--- src/rtl/mem_stage.sv ---
// Memory-access stage: drives dmemory combinationally, checks faults, extends load data into a 1-entry MEM/WB register.
// Latency 1 cycle; req_ready drops while the MEM/WB entry is full and wb_ready is low, and no store commits then.
module mem_stage #(
  parameter logic [31:0] DMEM_BASE = 32'h01000000,
  parameter int unsigned DMEM_SIZE = 1428,
  parameter int          CNT_W     = 16
) (
  input  logic             clk,
  input  logic             reset,
  input  logic             req_valid,
  output logic             req_ready,
  input  logic             req_load,
  input  logic             req_store,
  input  logic [2:0]       req_funct3,
  input  logic [31:0]      req_addr,
  input  logic [31:0]      req_wdata,
  input  logic [4:0]       req_rd,
  output logic [31:0]      dmem_address,
  output logic             dmem_read_write,
  output logic [1:0]       dmem_access_size,
  output logic [31:0]      dmem_data_in,
  input  logic [31:0]      dmem_data_out,
  output logic             wb_valid,
  input  logic             wb_ready,
  output logic [4:0]       wb_rd,
  output logic [31:0]      wb_data,
  output logic [1:0]       wb_fault,
  output logic [CNT_W-1:0] load_cnt,
  output logic [CNT_W-1:0] store_cnt,
  output logic [CNT_W-1:0] fault_cnt
);

  logic             r_wb_valid;
  logic [4:0]       r_wb_rd;
  logic [31:0]      r_wb_data;
  logic [1:0]       r_wb_fault;
  logic [CNT_W-1:0] r_load_cnt;
  logic [CNT_W-1:0] r_store_cnt;
  logic [CNT_W-1:0] r_fault_cnt;

  logic        w_accept;
  logic        w_is_mem;
  logic        w_ld_f3_ok;
  logic        w_st_f3_ok;
  logic        w_illegal;
  logic        w_misalign;
  logic        w_out_of_range;
  logic [32:0] w_nbytes;
  logic [32:0] w_limit;
  logic [32:0] w_addr_ext;
  logic [1:0]  w_fault;
  logic [31:0] w_load_data;

  assign req_ready = !reset && (!r_wb_valid || wb_ready);
  assign w_accept  = req_valid && req_ready;

  assign dmem_address     = req_addr;
  assign dmem_data_in     = req_wdata;
  assign dmem_access_size = req_funct3[1:0];

  assign w_is_mem   = req_load || req_store;
  // Legal loads: 000,001,010,100,101. Legal stores: 000,001,010.
  assign w_ld_f3_ok = (req_funct3[1:0] != 2'b11) && !(req_funct3[2] && req_funct3[1]);
  assign w_st_f3_ok = !req_funct3[2] && (req_funct3[1:0] != 2'b11);
  assign w_illegal  = (req_load && req_store) ||
                      (req_load && !w_ld_f3_ok) ||
                      (req_store && !w_st_f3_ok);
  assign w_misalign = ((req_funct3[1:0] == 2'b01) && req_addr[0]) ||
                      ((req_funct3[1:0] == 2'b10) && (req_addr[1:0] != 2'b00));

  assign w_nbytes   = (req_funct3[1:0] == 2'b00) ? 33'd1 :
                      (req_funct3[1:0] == 2'b01) ? 33'd2 : 33'd4;
  // 33-bit arithmetic so an access near 2^32 cannot wrap back into range.
  assign w_limit        = {1'b0, DMEM_BASE} + 33'(DMEM_SIZE);
  assign w_addr_ext     = {1'b0, req_addr};
  assign w_out_of_range = (w_addr_ext < {1'b0, DMEM_BASE}) ||
                          ((w_addr_ext + w_nbytes) > w_limit);

  assign w_fault = !w_is_mem      ? 2'd0 :
                   w_illegal      ? 2'd3 :
                   w_misalign     ? 2'd1 :
                   w_out_of_range ? 2'd2 : 2'd0;

  assign dmem_read_write = w_accept && req_store && (w_fault == 2'd0);

  always_comb begin
    w_load_data = dmem_data_out;
    case (req_funct3)
      3'b000:  w_load_data = {{24{dmem_data_out[7]}}, dmem_data_out[7:0]};
      3'b001:  w_load_data = {{16{dmem_data_out[15]}}, dmem_data_out[15:0]};
      3'b100:  w_load_data = {24'd0, dmem_data_out[7:0]};
      3'b101:  w_load_data = {16'd0, dmem_data_out[15:0]};
      default: w_load_data = dmem_data_out;
    endcase
  end

  always_ff @(posedge clk or posedge reset) begin
    if (reset) begin
      r_wb_valid  <= 1'b0;
      r_wb_rd     <= 5'd0;
      r_wb_data   <= 32'd0;
      r_wb_fault  <= 2'd0;
      r_load_cnt  <= '0;
      r_store_cnt <= '0;
      r_fault_cnt <= '0;
    end else if (w_accept) begin
      r_wb_valid <= 1'b1;
      r_wb_fault <= w_fault;
      if (w_fault != 2'd0) begin
        r_wb_rd     <= 5'd0;
        r_wb_data   <= req_addr;
        r_fault_cnt <= r_fault_cnt + CNT_W'(1);
      end else if (req_load) begin
        r_wb_rd    <= req_rd;
        r_wb_data  <= w_load_data;
        r_load_cnt <= r_load_cnt + CNT_W'(1);
      end else if (req_store) begin
        r_wb_rd     <= 5'd0;
        r_wb_data   <= 32'd0;
        r_store_cnt <= r_store_cnt + CNT_W'(1);
      end else begin
        r_wb_rd   <= req_rd;
        r_wb_data <= req_wdata;
      end
    end else if (r_wb_valid && wb_ready) begin
      r_wb_valid <= 1'b0;
    end
  end

  assign wb_valid  = r_wb_valid;
  assign wb_rd     = r_wb_rd;
  assign wb_data   = r_wb_data;
  assign wb_fault  = r_wb_fault;
  assign load_cnt  = r_load_cnt;
  assign store_cnt = r_store_cnt;
  assign fault_cnt = r_fault_cnt;

endmodule

--- config.mk ---
export PLATFORM = sky130hd
export DESIGN_NAME = mem_stage
export DESIGN_NICKNAME = d
export VERILOG_FILES = /design/src/rtl/mem_stage.sv
export SDC_FILE = /design/constraint.sdc
export NUM_CORES = 1
export LEC_CHECK = 0
export ABC_CLOCK_PERIOD_IN_PS = 6630
export CORE_UTILIZATION = 40
export CTS_BUF_LIST = sky130_fd_sc_hd__clkbuf_8 sky130_fd_sc_hd__clkbuf_16
export CTS_CLUSTER_SIZE = 8
export DETAILED_ROUTE_END_ITERATION = 8
export GPL_TIMING_DRIVEN = 0
export PLACE_DENSITY = 0.87
export SYNTH_ARGS = -nofsm -noshare
export SYNTH_HDL_FRONTEND = slang
export SYNTH_SLANG_ARGS = --single-unit
export TNS_END_PERCENT = 30
--- constraint.sdc ---
create_clock -name clk -period 6.63 [get_ports clk]
set_clock_uncertainty 0.2 [all_clocks]
set_input_delay 0.663 -clock clk [delete_from_list [all_inputs] [get_ports clk]]
set_output_delay 0.663 -clock clk [all_outputs]
set_load 0.005 [all_outputs]
# == Yosys cells after proc, flatten, opt, wreduce, memory -nomap -nowiden ==
# Cells that the tools add are included.
# Widths: inputs -> output; s select.
# totals
ff_bits,88
in_bits,110
output_inout_bits,156
word_cells,70
# classes
addsub,4
n_lt_le_gt_ge,2
eq_ne,6
muxes,15
bitwise_logic,2
n_reduce_logical,34
# ops
cell,count
$pmux 32 s4,1
$mux 32,3
$add 16x1->16 const B,3
$add 32x3->33,1
$gt 33x25->1 const B,1
$lt 32x25->1 const B,1
$mux 5,3
$logic_and 1x1->1,13
$mux 2,4
$eq 3x3->1 const B,2
$logic_not 1->1,6
$logic_or 1x1->1,6
$mux 3,2
$reduce_bool 2->1,3
$logic_not 2->1,2
$reduce_and 4->1,1
$eq 3x1->1 const B,1
$logic_not 3->1,1
$reduce_and 3->1,1
$eq 2x1->1 const B,1
$eq 2x2->1 const B,1
$mux 1,2
$ne 2x2->1 const B,1
$not 1->1,2
$reduce_and 2->1,1

# == Longest topological paths before layout ==
# Gate-level depths: netlist (run 1).
# logic_depth
word_depth,13
mapped_depth,15
depth_no_buf,12

# == Worst setup path before layout (run 1) ==
# Ideal clock, no wire load.
# synth_timing
path_type,input -> output
from,input port req_funct3[1]
to,output port dmem_read_write
arrival_ps,3434
required_time_ps,5767
setup_slack_ps,2333
cell_stages,11
n_path_buf,1
path_cell_list,clkbuf_1 > nor2_1 > ha_1 > fa_1 > a21oi_1 > nor3_4 > and4_1 > o311ai_1 > nand4_2 > nor3_1 > and3_1
# synth_via
elab_chain_cells,12
elab_cells_between_ends,28
classes_between,1 x add/sub; 1 x order compare; 3 x eq/ne; 6 x mux; 17 x reduce/logical
# synth_lines
item,line_no,text
start: declaration,14,"input logic [2:0] req_funct3,"
$eq 2x1->1,"68, 72",
$mux 3,72,(req_funct3[1:0] == 2'b01) ? 33'd2 : 33'd4;
$mux 3,71,assign w_nbytes = (req_funct3[1:0] == 2'b00) ? 33'd1 :
$add 32x3->33,77,((w_addr_ext + w_nbytes) > w_limit);
$gt 33x25->1,77,
$logic_or 1x1->1,76,"assign w_out_of_range = (w_addr_ext < {1'b0, DMEM_BASE}) ||"
$mux 2,82,w_out_of_range ? 2'd2 : 2'd0;
$mux 2,81,w_misalign ? 2'd1 :
$mux 2 *,80,w_illegal ? 2'd3 :
$mux 2 *,79,assign w_fault = !w_is_mem ? 2'd0 :
$logic_not 2->1 *,84,assign dmem_read_write = w_accept && req_store && (w_fault == 2'd0);
$logic_and 1x1->1 *,84,
end: declaration,19,"output logic dmem_read_write,"
# Every way passes the cells marked *; elsewhere a longest branch is shown, timed or not.

# == Final worst setup path (run 1) ==
# Same ends and word-level chain as after synthesis.

==> results of run 1 <==
## placed cells by master, fill, tap and decap left out, drive strengths merged, types with 3 or more instances in the layout
master / n
a211o: 5
a211oi: 5
a21boi: 7
a21o: 7
a21oi: 34
a221o: 9
a22o: 11
a22oi: 11
a31oi: 3
and2: 7
and3: 26
and4: 6
buf: 75
clkbuf: 38
clkdlybuf4s50: 262
dfrtp: 88
ha: 6
inv: 17
mux2: 3
mux2i: 4
nand2: 101
nand3: 38
nand4: 24
nor2: 43
nor3: 14
nor4: 6
o211ai: 12
o21ai: 40
o22ai: 7
o31ai: 3
or2: 3
xnor2: 33
xor2: 17
## layout make-up
cell class / count / area, um^2 / share of cell area [%]
buffer: 103 / 652 / 7.07
timing repair buffer: 263 / 2650 / 28.7
inverter: 13 / 51.3 / 0.556
clock buffer: 9 / 225 / 2.44
tap: 184 / 230 / 2.50
multi-input combinational: 505 / 3120 / 33.9
clock inverter: 7 / 85.1 / 0.923
sequential: 88 / 2200 / 23.9
## per-layer routing
layer	GRT usage [%]	up-vias	routed length, um
li1	-	3025	-
met1	33.7	3079	8660
met2	44.8	349	10200
met3	6.83	41	1940
met4	11.7	0	671
met5	0	-	0
## report_power, final
part / internal [mW] / switching, mW
logic: 0.290 / 0.207
registers: 0.595 / 0.0472
clock network: 0.301 / 0.247
total: 1.19 / 0.501
## sequential cells by signal (all words and copies together), names as in the netlist
name       flops
wb_fault       2
load_cnt      16
wb_data       32
fault_cnt     16
wb_valid       1
store_cnt     16
wb_rd          5
## through the flow
step / instances / instance area [um^2] / setup WS (ps) / hold slack [ps] / total power [mW]
final: 1172 / 9220 / 563 / 275 / 1.69
after global routing: 1172 / 9220 / 245 / 284 / 1.76
after CTS: 1172 / 9220 / 568 / 274 / 1.70
after detailed placement: 1156 / 8910 / 567 / 263 / 1.15
after global placement: 1155 / 8880 / 575 / 261 / 1.14
after floorplan: 709 / 6030 / 2330 / 265 / 0.840
## critical path: cells and delay by family
| kind | cells | cell delay (ps) |
|---|---|---|
| AND/OR/NAND/NOR | 6 | 1540 |
| buffers and inverters | 3 | 1600 |
| AO/OA/AOI/OAI | 2 | 690 |
| adder cells (fa/ha/maj) | 2 | 720 |
## worst max path at each step
stage | start | endpoint | slack, ps | depth (start not counted)
final | req_funct3[1] | dmem_read_write | 560 | 13
after CTS | req_funct3[1] | dmem_read_write | 570 | 13
after detailed placement | req_funct3[1] | dmem_read_write | 570 | 13
after global routing | req_funct3[0] | dmem_read_write | 250 | 13
after floorplan | req_funct3[1] | dmem_read_write | 2330 | 11
after global placement | req_funct3[1] | dmem_read_write | 570 | 13
## cell families (layout without fill, tap and decap cells)
family          after synthesis  after routing
flops                        88             88
mux                           7              7
xor+xnor                     50             50
simple gates                278            278
fa+ha+maj                     7              7
buf+inv                     116            395
compound gates              163            163
==> results.yml, run 1 <==
clock_network:
  cts_tree: "done"
  cts_resized: 0
  cts_setup_buffers: 0
  cts.sinks: 88
  clkTransAtPathRegs_ps: 70
  cts_buffer_depth: 2
  cts_hold_buf: 0
  ctsRootBufferMaster: "clkbuf_16"
  h-tree-depth: 3
  worstSkewPairLatency_ps: 350
  cts_buffers: 9
min_path:
  min_to: "fault_cnt[15]"
  min_path_cells: 1
  hp-start: "fault_cnt[15]"
  min_path_type: "reg -> reg"
placed_design:
  io_buffers: 262
  gp_congestion: 0.875
  dpl.hpwl_um: 16500
yosys:
  synth_edf_count: 0
  synthAdderAreaFrac_pct: 1.58
  synth_nets: 826
  synth.most_common_cell: "nand2_1"
  yosysTopAreaCellShare_pct: 36.5
  synth_top_cell_by_area: "dfrtp_1"
  synthArstFlopShare_pct: 100
  synth.distinct_cells: 57
  ys.flop_type: "dfrtp_1"
  ys_seq_area_share_pct: 36.5
  synth_xor_area_share_pct: 7.27
  synth_commonest_cells: "101 x nand2_1, 88 x dfrtp_1, 69 x buf_4, 43 x nor2_1, 40 x o21ai_0"
  synth-compound-area-share_pct: 18.6
  syn-instance-count: 709
  synth.avg_cell_area_um2: 8.50
  synth_area_leaders: "dfrtp_1 37%, buf_4 8.6%, nand2_1 6.3%"
  synth_top_family_by_area: "simple AND/OR/NAND/NOR gates"
  synth_warnings: 0
  synth_simple_gate_area_share_pct: 23.2
  synthMuxAreaShare_pct: 1.23
  synth-seq-cells: 88
  netlist_area_um2: 6030
global_routing:
  grt_pass1_vias: 6181
  grt_overflow: 0
  antenna_found_initial: 0
  grt_pass1_wl_um: 33300
  grt_max_degree: 53
  grt_usage_pct: 27.2
layout:
  antenna_cells: 0
  fin_nets: 1100
  drive_gt1_share_pct: 10.7
  fill_cells: 1216
  syn_to_final_growth_pct: 53.0
  fin_util_pct: 63.2
sta:
  fmax_mhz: 165
  drv_slew: 0
  final_hold_viol_count: 0
  relSlewSlack_pct: 47.7
  tightest_slew_ps: 782
  setup_tns_ps: 0
  period_share_pct: 91.5
  period_needed_ps: 6070
  setup_violations: 0
  rsz0062_at_grt: "no"
setup_path:
  cp.required_ps: 5770
  crit_path_max_fanout: 10
  cp_data_arrival_time_ps: 5200
  crit_path_start_kind: "input pin"
  path_cells: "clkdlybuf4s50_1 > clkbuf_1 > nor2_1 > ha_1 > fa_1 > a21oi_1 > nor3_4 > and4_1 > o311ai_1 > nand4_2 > nor3_1 > and3_1 > clkdlybuf4s50_1"
  critPathSlowestCell: "clkdlybuf4s50_1"
  r2r_end: "fault_cnt[11]"
  crit_path_end_kind: "primary output"
  critPathMaxStageDelay_ps: 580
  reg2reg_slack_ps: 3740
  cp_common_cell: "clkdlybuf4s50_1"
  critical_path_class: "in -> out"
  rr_startpoint: "wb_valid"
  r2r_cells: 7
routing:
  drt_pre_antenna_iters: 5
  routed_wl_um: 21500
  vias_per_cell: 5.54
  wl_per_cell_um: 18.3
  ant_nets: 0
  vias: 6494
  drc: 0
  drt_iter0_markers: 490
die:
  core_um2: 14600
  ios: 266
  fp.dieH_um: 125
  start_util_pct: 41.3
  rows: 44
  die_area_um2: 15600
  die_w_um: 125
run_status:
  status: "finished clean"
power_and_ir_drop:
  pwr_density_cell_nw_per_um2: 183
  vdd_drop_max_uv: 190
  leakage_nw: 3.95
job:
  cap_violations: 0
Note: power is estimated with default switching activity, not from simulation.
==> run 2: changes to the inputs <==
Settings changed: SKIP_LAST_GASP from default to 1.
==> results of run 2 <==
Same layout as run 1: the final DEF is identical, and so are final timing and power.
==> run 3: changes to the inputs <==
Settings changed: ABC_CLOCK_PERIOD_IN_PS 6630 to 6300, CORE_MARGIN from default to 10, REMOVE_ABC_BUFFERS from default to 1.
Clock period 6.63 ns to 6.3 ns, I/O delays scaled along.
==> run 3 against run 2 <==
  * First-iteration DRC count is 25% lower
  * Via count is 5.6% lower
  * Power is 0.47% lower
  * Wire length is 2.8% higher
  * Critical path type unchanged
  * Largest power group unchanged
  * Highest routed layer unchanged
==> results.yml, run 3 (synthesis results as in run 1) <==
run_status:
  status: "finished clean"
sta:
  fmax_mhz: 169
  setup_violations: 0
  relSlewSlack_pct: 5.73
  period_needed_ps: 5910
  finalWorstSetupSlack_ps: 389
  rsz0062_at_grt: "no"
  hold_ws_ps: 287
  drv_slew: 0
  final_hold_viol_count: 0
  tightest_slew_ps: 1410
  period_share_pct: 93.8
setup_path:
  cp_top_family: "simple AND/OR/NAND/NOR gates"
  critical_path_class: "in -> out"
  crit_path_end_kind: "primary output"
  cp.required_ps: 5470
  path_buf_inv: 2
  r2r_cells: 7
  worst-path-stages: 12
  cp_common_cell: "clkdlybuf4s50_1"
  critPathMaxStageDelay_ps: 880
  crit_path_start_kind: "input pin"
  crit_path_max_fanout: 15
  path_cells: "clkdlybuf4s50_1 > nor2_1 > ha_1 > fa_1 > a21oi_1 > nor3_4 > and4_1 > o311ai_1 > nand4_2 > nor3_2 > and3_1 > clkdlybuf4s50_1"
  cp_data_arrival_time_ps: 5080
  critPathSlowestCell: "clkdlybuf4s50_1"
clock_network:
  cts_buffers: 9
  cts_hold_buf: 0
  cts_setup_buffers: 0
  cts.sinks: 88
  cts_resized: 2
  cts_buffer_depth: 2
  worstSkewPairLatency_ps: 340
  clkTransAtPathRegs_ps: 70
  h-tree-depth: 3
  ctsRootBufferMaster: "clkbuf_16"
  cts_tree: "done"
die:
  die_area_um2: 20400
  core_um2: 14600
  die_w_um: 143
  ios: 266
  start_util_pct: 41.1
  rows: 44
  fp.dieH_um: 143
layout:
  syn_to_final_growth_pct: 43.5
  final_common_cell: "clkdlybuf4s50_1"
  regArea_um2: 2200
  drive_gt1_share_pct: 4.16
  final_cell_mix: "264 x clkdlybuf4s50_1, 101 x nand2_1, 88 x dfrtp_1"
  fin_nets: 1003
  largest_reg_flops: 32
  fill_cells: 1281
  antenna_cells: 0
  fin_util_pct: 59.0
  multi_input_area_um2: 3150
global_routing:
  grt_overflow: 0
  grt_max_degree: 66
  grt_pass1_wl_um: 33900
  grt_pass1_vias: 6066
  grt_usage_pct: 20.8
  antenna_found_initial: 1
routing:
  ant_nets: 0
  drt_pre_antenna_iters: 8
  drc: 0
  wl_per_cell_um: 20.6
  drt_iter0_markers: 368
  vias_per_cell: 5.71
  vias: 6133
  routed_wl_um: 22100
placed_design:
  dpl.hpwl_um: 16500
  gp_congestion: 0.870
  dp_worst_setup_slack_ps: -408
  io_buffers: 265
min_path:
  min_path_cells: 2
  min_path_type: "reg -> reg"
power_and_ir_drop:
  pwr_density_cell_nw_per_um2: 194
  vdd_drop_max_uv: 124
  leakage_nw: 3.61
job:
  cap_violations: 0
-- run 3: cell count changes in the layout (fill, tap and decap cells not counted), moves of 2 or more --
cell,previous run,this run
buf_2,5,0
inv_8,2,0
clkdlybuf4s50_1,262,264
clkbuf_1,29,0
buf_4,69,0
-- run 3: layer usage --
metal  vias to the layer above  track usage (%)  wire (um)
met5                         -                0          0
met4                         0             7.11        598
met3                        51             6.80       2430
met2                       301             35.0      10600
met1                      2957             24.4       8440
li1                       2824                -          -
-- run 3: worst reg2reg max path: stages (launching register included) --
cell	delay, ps
dfrtp_1	390
a21oi_1	200
nand2_1	830
nor2_1	1080
nor4b_4	570
buf_6	270
and2_1	380
mux2_1	350
-- run 3: layout make-up --
class                           count  share of cell area, %
Inverter                           13                  0.593
Clock inverter                      5                  0.391
Sequential cell                    88                   25.5
Tap cell                          184                   2.66
Clock buffer                       10                   2.76
Timing Repair Buffer              269                   31.6
Multi-Input combinational cell    505                   36.5
-- run 3: worst paths after layout --
path                               start              end  slack, ps
min in group asynchronous          reset     fault_cnt[3]        440
min reg2reg                     wb_rd[3]         wb_rd[3]        290
min                             wb_rd[3]         wb_rd[3]        290
max reg2reg                     wb_valid      load_cnt[1]       1910
max                        req_funct3[0]  dmem_read_write        390
max in group asynchronous          reset      wb_data[25]       4840
-- run 3: power breakdown --
group | switching [mW] | leakage, nW | internal, mW | total, mW
clock | 0.232 | 0.136 | 0.276 | 0.508
combinational | 0.215 | 2.36 | 0.281 | 0.497
sequential | 0.0474 | 1.11 | 0.627 | 0.674
total | 0.495 | 3.61 | 1.18 | 1.68
-- run 3: through the flow --
| stage | instances | TNS [ps] | total power [mW] | instance area [um^2] |
|---|---|---|---|---|
| CTS | 1072 | 0 | 1.69 | 8600 |
| detailed placement | 1057 | -3430 | 1.18 | 8320 |
| global route | 1074 | 0 | 1.76 | 8640 |
| floorplan | 606 | 0 | 0.840 | 5370 |
| finish | 1074 | 0 | 1.68 | 8640 |
| global placement | 1055 | -10230 | 1.16 | 8260 |
